`config.mk`:
```
export PLATFORM = sky130hd
export DESIGN_NAME = alu_arbiter_flat
export DESIGN_NICKNAME = d
export VERILOG_FILES = /design/src/rtl/alu_pkg.sv /design/src/rtl/alu_arbiter_if.sv /design/src/rtl/rr_arbiter2.sv /design/src/rtl/alu_arbiter.sv /design/src/flat_wrapper.sv
export SDC_FILE = /design/constraint.sdc
export NUM_CORES = 1
export LEC_CHECK = 0
export CORE_MARGIN = 2
export CORE_UTILIZATION = 39
export CTS_CLUSTER_SIZE = 24
export DETAILED_ROUTE_END_ITERATION = 6
export PLACE_DENSITY = 0.78
export SYNTH_ARGS = -nofsm -noshare
export SYNTH_HDL_FRONTEND = slang
export SYNTH_HIERARCHICAL = 1
export SYNTH_SLANG_ARGS = --single-unit
```
`constraint.sdc`:
```
create_clock -name clk -period 2.2 [get_ports clk]
set_input_delay 0.55 -clock clk [delete_from_list [all_inputs] [get_ports clk]]
set_output_delay 0.55 -clock clk [all_outputs]
set_load 0.01 [all_outputs]
```
`src/rtl/alu_pkg.sv`:
```
`default_nettype none
// +----------------------------------------------------------------------+
// | alu_pkg : opcodes, FSM states and opcode helpers for alu_arbiter      |
// | Rev 1.0                                                              |
// +----------------------------------------------------------------------+
package alu_pkg;

    typedef enum logic [3:0] {
        OP_AND = 4'b0000,
        OP_OR  = 4'b0001,
        OP_ADD = 4'b0010,
        OP_INC = 4'b0011,
        OP_DEC = 4'b0100,
        OP_NOT = 4'b0101,
        OP_SUB = 4'b0110,
        OP_XOR = 4'b0111,
        OP_SL  = 4'b1000,
        OP_SR  = 4'b1001
    } alu_op_e;

    typedef enum logic [1:0] {
        IDLE = 2'd0,
        EXEC = 2'd1,
        RESP = 2'd2
    } arb_state_e;

    // One bit per opcode value: ADD(2), SUB(6), SL(8), SR(9) update the carry.
    localparam logic [15:0] CARRY_OPS = 16'b0000_0011_0100_0100;

    function automatic logic is_legal_op(input logic [3:0] op);
        return (op <= 4'd9);
    endfunction

    function automatic logic is_carry_op(input logic [3:0] op);
        return CARRY_OPS[op];
    endfunction

endpackage
`default_nettype wire

```
`src/rtl/alu_arbiter_if.sv`:
```
`default_nettype none
// +----------------------------------------------------------------------+
// | alu_arbiter_if : request, response and ALU-side signals of the arbiter|
// | Rev 1.0                                                              |
// +----------------------------------------------------------------------+
interface alu_arbiter_if #(
    parameter int N = 4
);
    logic [1:0]   req_valid;
    logic [1:0]   req_ready;
    logic [N-1:0] req_a0;
    logic [N-1:0] req_a1;
    logic [N-1:0] req_b0;
    logic [N-1:0] req_b1;
    logic [3:0]   req_op0;
    logic [3:0]   req_op1;
    logic         req_flag0;
    logic         req_flag1;
    logic [1:0]   req_chain;

    logic [N-1:0] alu_a;
    logic [N-1:0] alu_b;
    logic         alu_flagin;
    logic [3:0]   alu_control;
    logic [N-1:0] alu_result;
    logic         alu_cout;
    logic         alu_z;

    logic         rsp_valid;
    logic         rsp_ready;
    logic         rsp_id;
    logic [N-1:0] rsp_result;
    logic         rsp_cout;
    logic         rsp_z;
    logic         rsp_err;

    modport slave (
        input  req_valid, req_a0, req_a1, req_b0, req_b1, req_op0, req_op1,
               req_flag0, req_flag1, req_chain,
        output req_ready,
        output alu_a, alu_b, alu_flagin, alu_control,
        input  alu_result, alu_cout, alu_z,
        output rsp_valid, rsp_id, rsp_result, rsp_cout, rsp_z, rsp_err,
        input  rsp_ready
    );

    modport master (
        output req_valid, req_a0, req_a1, req_b0, req_b1, req_op0, req_op1,
               req_flag0, req_flag1, req_chain,
        input  req_ready,
        input  alu_a, alu_b, alu_flagin, alu_control,
        output alu_result, alu_cout, alu_z,
        input  rsp_valid, rsp_id, rsp_result, rsp_cout, rsp_z, rsp_err,
        output rsp_ready
    );
endinterface
`default_nettype wire

```
`src/rtl/rr_arbiter2.sv`:
```
`default_nettype none
// +----------------------------------------------------------------------+
// | rr_arbiter2 : two-way round-robin grant; ties go to the other side    |
// | Rev 1.0                                                              |
// +----------------------------------------------------------------------+
module rr_arbiter2 (
    input  logic [1:0] valid,
    input  logic       last,
    output logic       grant,
    output logic       grant_valid
);
    always_comb begin
        grant_valid = |valid;
        grant       = 1'b0;
        case (valid)
            2'b01:   grant = 1'b0;
            2'b10:   grant = 1'b1;
            2'b11:   grant = ~last;
            default: grant = 1'b0;
        endcase
    end
endmodule
`default_nettype wire

```
`src/rtl/alu_arbiter.sv`:
```
`default_nettype none
// +----------------------------------------------------------------------+
// | alu_arbiter : shares one ALU between two requesters, one op in flight |
// | Rev 1.0                                                              |
// +----------------------------------------------------------------------+
module alu_arbiter
    import alu_pkg::*;
#(
    parameter int N = 4
) (
    input  logic         clk,
    input  logic         rst,
    alu_arbiter_if.slave bus
);
    arb_state_e   r_state;
    arb_state_e   w_state_nxt;
    logic         r_rr_last;
    logic [1:0]   r_carry;
    logic [N-1:0] r_alu_a;
    logic [N-1:0] r_alu_b;
    logic         r_alu_flagin;
    logic [3:0]   r_alu_control;
    logic         r_rsp_id;
    logic [N-1:0] r_rsp_result;
    logic         r_rsp_cout;
    logic         r_rsp_z;
    logic         r_rsp_err;

    logic         w_gnt;
    logic         w_gnt_valid;
    logic         w_hs;
    logic [1:0]   w_req_ready;
    logic [N-1:0] w_sel_a;
    logic [N-1:0] w_sel_b;
    logic [3:0]   w_sel_op;
    logic         w_sel_flag;
    logic         w_sel_chain;
    logic         w_sel_fin;

    rr_arbiter2 u_rr (
        .valid       (bus.req_valid),
        .last        (r_rr_last),
        .grant       (w_gnt),
        .grant_valid (w_gnt_valid)
    );

    always_comb begin
        w_sel_a     = w_gnt ? bus.req_a1    : bus.req_a0;
        w_sel_b     = w_gnt ? bus.req_b1    : bus.req_b0;
        w_sel_op    = w_gnt ? bus.req_op1   : bus.req_op0;
        w_sel_flag  = w_gnt ? bus.req_flag1 : bus.req_flag0;
        w_sel_chain = bus.req_chain[w_gnt];
        // Carry only changes at the end of EXEC, so sampling it at grant time
        // gives the same FlagIn the ALU sees during EXEC.
        w_sel_fin   = w_sel_chain ? r_carry[w_gnt] : w_sel_flag;
    end

    always_ff @(posedge clk) begin
        if (rst) begin
            r_state <= IDLE;
        end else begin
            r_state <= w_state_nxt;
        end
    end

    always_comb begin
        w_state_nxt = r_state;
        w_req_ready = 2'b00;
        w_hs        = 1'b0;
        case (r_state)
            IDLE: begin
                if (w_gnt_valid && !rst) begin
                    w_req_ready[w_gnt] = 1'b1;
                    w_hs               = 1'b1;
                    w_state_nxt        = is_legal_op(w_sel_op) ? EXEC : RESP;
                end
            end
            EXEC: w_state_nxt = RESP;
            RESP: begin
                if (bus.rsp_ready) begin
                    w_state_nxt = IDLE;
                end
            end
            default: w_state_nxt = IDLE;
        endcase
    end

    always_ff @(posedge clk) begin
        if (rst) begin
            r_rr_last     <= 1'b1;
            r_carry       <= 2'b00;
            r_alu_a       <= '0;
            r_alu_b       <= '0;
            r_alu_flagin  <= 1'b0;
            r_alu_control <= 4'b0000;
            r_rsp_id      <= 1'b0;
            r_rsp_result  <= '0;
            r_rsp_cout    <= 1'b0;
            r_rsp_z       <= 1'b0;
            r_rsp_err     <= 1'b0;
        end else begin
            if (w_hs) begin
                r_rr_last <= w_gnt;
                r_rsp_id  <= w_gnt;
                if (is_legal_op(w_sel_op)) begin
                    r_alu_a       <= w_sel_a;
                    r_alu_b       <= w_sel_b;
                    r_alu_flagin  <= w_sel_fin;
                    r_alu_control <= w_sel_op;
                end else begin
                    // Illegal code never reaches the ALU; respond with an error.
                    r_rsp_result <= '0;
                    r_rsp_cout   <= 1'b0;
                    r_rsp_z      <= 1'b0;
                    r_rsp_err    <= 1'b1;
                end
            end
            if (r_state == EXEC) begin
                r_rsp_result <= bus.alu_result;
                r_rsp_cout   <= bus.alu_cout;
                r_rsp_z      <= bus.alu_z;
                r_rsp_err    <= 1'b0;
                if (is_carry_op(r_alu_control)) begin
                    r_carry[r_rsp_id] <= bus.alu_cout;
                end
            end
        end
    end

    assign bus.req_ready   = w_req_ready;
    assign bus.alu_a       = r_alu_a;
    assign bus.alu_b       = r_alu_b;
    assign bus.alu_flagin  = r_alu_flagin;
    assign bus.alu_control = r_alu_control;
    assign bus.rsp_valid   = (r_state == RESP);
    assign bus.rsp_id      = r_rsp_id;
    assign bus.rsp_result  = r_rsp_result;
    assign bus.rsp_cout    = r_rsp_cout;
    assign bus.rsp_z       = r_rsp_z;
    assign bus.rsp_err     = r_rsp_err;

endmodule
`default_nettype wire

```
`src/flat_wrapper.sv`:
```
// flat-port wrapper written by rule: the top's interface ports become plain ports
module alu_arbiter_flat import alu_pkg::*;
#(
    parameter int N = 4
)
  (clk, rst, bus_req_valid, bus_req_a0, bus_req_a1, bus_req_b0, bus_req_b1, bus_req_op0, bus_req_op1, bus_req_flag0, bus_req_flag1, bus_req_chain, bus_req_ready, bus_alu_a, bus_alu_b, bus_alu_flagin, bus_alu_control, bus_alu_result, bus_alu_cout, bus_alu_z, bus_rsp_valid, bus_rsp_id, bus_rsp_result, bus_rsp_cout, bus_rsp_z, bus_rsp_err, bus_rsp_ready);
  alu_arbiter_if #(.N(N)) bus_i ();
  input  logic clk;
  input  logic rst;
  input wire logic [$bits(bus_i.req_valid)-1:0] bus_req_valid;
  input wire logic [$bits(bus_i.req_a0)-1:0] bus_req_a0;
  input wire logic [$bits(bus_i.req_a1)-1:0] bus_req_a1;
  input wire logic [$bits(bus_i.req_b0)-1:0] bus_req_b0;
  input wire logic [$bits(bus_i.req_b1)-1:0] bus_req_b1;
  input wire logic [$bits(bus_i.req_op0)-1:0] bus_req_op0;
  input wire logic [$bits(bus_i.req_op1)-1:0] bus_req_op1;
  input wire logic [$bits(bus_i.req_flag0)-1:0] bus_req_flag0;
  input wire logic [$bits(bus_i.req_flag1)-1:0] bus_req_flag1;
  input wire logic [$bits(bus_i.req_chain)-1:0] bus_req_chain;
  output wire logic [$bits(bus_i.req_ready)-1:0] bus_req_ready;
  output wire logic [$bits(bus_i.alu_a)-1:0] bus_alu_a;
  output wire logic [$bits(bus_i.alu_b)-1:0] bus_alu_b;
  output wire logic [$bits(bus_i.alu_flagin)-1:0] bus_alu_flagin;
  output wire logic [$bits(bus_i.alu_control)-1:0] bus_alu_control;
  input wire logic [$bits(bus_i.alu_result)-1:0] bus_alu_result;
  input wire logic [$bits(bus_i.alu_cout)-1:0] bus_alu_cout;
  input wire logic [$bits(bus_i.alu_z)-1:0] bus_alu_z;
  output wire logic [$bits(bus_i.rsp_valid)-1:0] bus_rsp_valid;
  output wire logic [$bits(bus_i.rsp_id)-1:0] bus_rsp_id;
  output wire logic [$bits(bus_i.rsp_result)-1:0] bus_rsp_result;
  output wire logic [$bits(bus_i.rsp_cout)-1:0] bus_rsp_cout;
  output wire logic [$bits(bus_i.rsp_z)-1:0] bus_rsp_z;
  output wire logic [$bits(bus_i.rsp_err)-1:0] bus_rsp_err;
  input wire logic [$bits(bus_i.rsp_ready)-1:0] bus_rsp_ready;
  assign bus_i.req_valid = bus_req_valid;
  assign bus_i.req_a0 = bus_req_a0;
  assign bus_i.req_a1 = bus_req_a1;
  assign bus_i.req_b0 = bus_req_b0;
  assign bus_i.req_b1 = bus_req_b1;
  assign bus_i.req_op0 = bus_req_op0;
  assign bus_i.req_op1 = bus_req_op1;
  assign bus_i.req_flag0 = bus_req_flag0;
  assign bus_i.req_flag1 = bus_req_flag1;
  assign bus_i.req_chain = bus_req_chain;
  assign bus_req_ready = bus_i.req_ready;
  assign bus_alu_a = bus_i.alu_a;
  assign bus_alu_b = bus_i.alu_b;
  assign bus_alu_flagin = bus_i.alu_flagin;
  assign bus_alu_control = bus_i.alu_control;
  assign bus_i.alu_result = bus_alu_result;
  assign bus_i.alu_cout = bus_alu_cout;
  assign bus_i.alu_z = bus_alu_z;
  assign bus_rsp_valid = bus_i.rsp_valid;
  assign bus_rsp_id = bus_i.rsp_id;
  assign bus_rsp_result = bus_i.rsp_result;
  assign bus_rsp_cout = bus_i.rsp_cout;
  assign bus_rsp_z = bus_i.rsp_z;
  assign bus_rsp_err = bus_i.rsp_err;
  assign bus_i.rsp_ready = bus_rsp_ready;
  alu_arbiter #(.N(N)) u_core (.clk(clk), .rst(rst), .bus(bus_i));
endmodule
```
==> results.sh, run 1 <==
export IMPL_gr_total_overflow=0
export IMPL_antenna_found_initial=0
export IMPL_worst_pin_slew_ps=450
export IMPL_synth_cells=134
export IMPL_slew_headroom_pct=69.8
export IMPL_yosysTopAreaCell="dfxtp_1"
export IMPL_skew_ps=6.76
export IMPL_clock_latency_ps=320
export IMPL_whs_ps=488
export IMPL_ys_async_sr_fraction_pct=0
export IMPL_nets=256
export IMPL_syn_nets=173
export IMPL_nFillCells=266
export IMPL_r2r_cells=11
export IMPL_yosysSeqAreaShare_pct=42.9
export IMPL_clock_path_buffers=2
export IMPL_drive_above_1_share_pct=19.9
export IMPL_drt_pass1_iter_count=4
export IMPL_fp_dieArea_sq_um=3700
export IMPL_worst_setup_path_type="flop to output pin"
export IMPL_via_per_inst=4.82
export IMPL_track_usage_pct=18.8
export IMPL_cts_sinks=27
export IMPL_synthTopCellsByCount="27 x dfxtp_1, 17 x nor2_1, 16 x mux2i_1"
export IMPL_synth_top_area_share_pct=42.9
export IMPL_routabilityCongestion=0.888
export IMPL_antenna_left=0
export IMPL_die_y_microns=60.9
export IMPL_ys_seq_elements=27
export IMPL_rsz0062_at_grt="no"
export IMPL_via_count=1254
export IMPL_clk_pin_slew_ps=140
export IMPL_leakage_nw=0.838
export IMPL_avgSynthCellArea_sq_um=9.41
export IMPL_reg2reg_setup_slack_ps=240
export IMPL_status="finished, final reports clean"
export IMPL_grt_pass1_wl_mm=5.12
export IMPL_row_count=20
export IMPL_yosys_top_cells_area="dfxtp_1 43%, mux2i_1 13%, nor2_1 5.1%"
export IMPL_register_area_sq_um=542
export IMPL_diodes=0
export IMPL_fin_crit_ps=2100
export IMPL_drc=0
export IMPL_htree_levels=1
export IMPL_yosysWarningCount=6
export IMPL_grt_max_degree=19
export IMPL_worst_ep_required_time_ps=1650
export IMPL_power_per_cell_area_nw_per_um2=540
export IMPL_end_kind="output pin"
export IMPL_syn2layout_area_growth_pct=64.8
export IMPL_hold_viol_final=0
export IMPL_drt_wl_total_mm=3.33
export IMPL_synth_edf_count=0
export IMPL_routedWlPerCell_microns=12.8
export IMPL_hpwl_mm=2.59
export IMPL_multi_input_area_sq_um=644
export IMPL_setup_viol=0
export IMPL_cp_arrival_ps=1550
export IMPL_worstSetupStartpointType="flop"
export IMPL_synth_most_common_cell="dfxtp_1"
export IMPL_peakVddDrop_mv=0.323
export IMPL_drv_cap=0
export IMPL_cp_max_fo=11
export IMPL_fp_dieW_microns=60.9
export IMPL_synth_main_ff_cell="dfxtp_1"
export IMPL_fmax_ghz=0.476
export IMPL_final_design_area_no_fill_sq_um=2080
export IMPL_cts_root_buf="clkbuf_4"
export IMPL_hp_class="flop to flop"
export IMPL_r2r_end="u_core/bus.rsp_id$_SDFFE_PP0N_"
export IMPL_syn_area_sq_um=1260
export IMPL_fp_coreArea_sq_um=3050
export IMPL_cts_buffers=3
export IMPL_crit_path_end="bus_rsp_valid"
export IMPL_whs_path_depth=2
export IMPL_r2r_start="u_core/r_state[1]$_SDFFE_PP0P_"
export IMPL_ys_types=33
export IMPL_drt_initial_drc_count=85
export IMPL_ios=63
export IMPL_p_total_mw=1.12
export IMPL_floorplan_initialDensity_pct=41.3
export IMPL_grt_pass1_vias=1230
export IMPL_placed_area_sq_um=2000
export IMPL_hold_buffers=0
export IMPL_io_buffer_count=62
export IMPL_cts_tree="done"
export IMPL_slew_violations=0
export IMPL_crit_start="u_core/r_state[1]$_SDFFE_PP0P_"
export IMPL_fin_crit_sh_pct=95.5
## routing by layer
layer / up-vias / wire length, microns / GRT usage [%]
met4: 0 / 13 / 6.21
met1: 571 / 1390 / 20.7
met2: 46 / 1630 / 33.9
li1: 635 / - / -
met3: 2 / 294 / 5.97
met5: - / 0 / 0
## state kept, by name (all words and copies together), names as in the netlist, named ones only
signal	flops
u_core/bus.alu_a	4
u_core/bus.alu_b	4
u_core/bus.alu_control	4
u_core/bus.alu_flagin	1
u_core/bus.rsp_cout	1
u_core/bus.rsp_err	1
u_core/bus.rsp_id	1
u_core/bus.rsp_result	4
u_core/bus.rsp_z	1
u_core/r_carry	2
u_core/r_rr_last	1
u_core/r_state	2
## cells in the final DEF (no fill, tap or decap), drive strengths merged, types with 4 or more instances in the layout
master / Yosys / final
nand2: 12 / 12
a21oi: 11 / 11
mux2i: 16 / 16
clkdlybuf4s50: 0 / 57
buf: 5 / 27
nor2b: 4 / 4
nor2: 18 / 18
o21ai: 7 / 7
dfxtp: 27 / 27
a211oi: 9 / 9
## worst min path at each step
| stage | from | endpoint |
|---|---|---|
| global placement | u_core/bus.rsp_result[3]$_SDFFE_PP0P_ | u_core/bus.rsp_result[3]$_SDFFE_PP0P_ |
| detailed placement | u_core/bus.rsp_result[1]$_SDFFE_PP0P_ | u_core/bus.rsp_result[1]$_SDFFE_PP0P_ |
| floorplan | u_core/r_rr_last$_SDFFE_PP1N_ | u_core/r_rr_last$_SDFFE_PP1N_ |
| finish | u_core/bus.rsp_result[1]$_SDFFE_PP0P_ | u_core/bus.rsp_result[1]$_SDFFE_PP0P_ |
| CTS | u_core/bus.rsp_result[1]$_SDFFE_PP0P_ | u_core/bus.rsp_result[1]$_SDFFE_PP0P_ |
| global route | u_core/bus.rsp_z$_SDFFE_PP0P_ | u_core/bus.rsp_z$_SDFFE_PP0P_ |
## per-stage QoR
stage                     setup WS (ps)  utilization, %  TNS, ps  instances
final                              99.9            68.1        0        260
after global routing               37.2            68.1        0        260
after CTS                          30.6            68.0        0        260
after detailed placement           -434            65.4    -4780        248
after global placement             -355            65.4    -3630        248
after floorplan                     134               -        0        134
## logic make-up after synthesis
| kind of cell | count (synthesis) | share of synthesized area [%] |
|---|---|---|
| muxes | 19 | 15.4 |
| DFF | 27 | 42.9 |
| AOI/OAI and AO/OA | 35 | 18.9 |
| buffers and inverters | 12 | 6.65 |
| and+or+nand+nor | 41 | 16.3 |
## what timing repair did
item,in CTS,in global routing
setup buffers,8,0
setup endpoints to repair,3,4
pin swaps,2,0
gates cloned,0,0
resized for setup,12,1
## final cells by class
cell class                 count  area share [%]
clock buffer                   3            1.08
multi-input combinational     95            31.0
sequential                    27            26.1
inverter                       3           0.542
timing repair buffer          87            38.4
tap                           44            2.65
clock inverter                 1           0.241
## where the power goes
part           switching (mW)  internal, mW  leakage [nW]
sequential             0.0283         0.528         0.221
combinational           0.140         0.216         0.599
clock                   0.141        0.0681        0.0177
## critical path, cell delays in order (launching register included)
cell             delay (ps)
dfxtp_2                 480
nor2b_1                 200
clkdlybuf4s50_1         550
(Power assumes the default switching activity.)
==> inputs of run 2 (changes only) <==
--- a/config.mk
+++ b/config.mk
@@ -5,10 +5,12 @@
 export SDC_FILE = /design/constraint.sdc
 export NUM_CORES = 1
 export LEC_CHECK = 0
+export ABC_AREA = 0
 export CORE_MARGIN = 2
 export CORE_UTILIZATION = 39
 export CTS_CLUSTER_SIZE = 24
 export DETAILED_ROUTE_END_ITERATION = 6
+export GPL_ROUTABILITY_DRIVEN = 0
 export PLACE_DENSITY = 0.78
 export SYNTH_ARGS = -nofsm -noshare
 export SYNTH_HDL_FRONTEND = slang
==> results of run 2 <==
The final DEF is identical to that of run 1; final timing and power are the same.
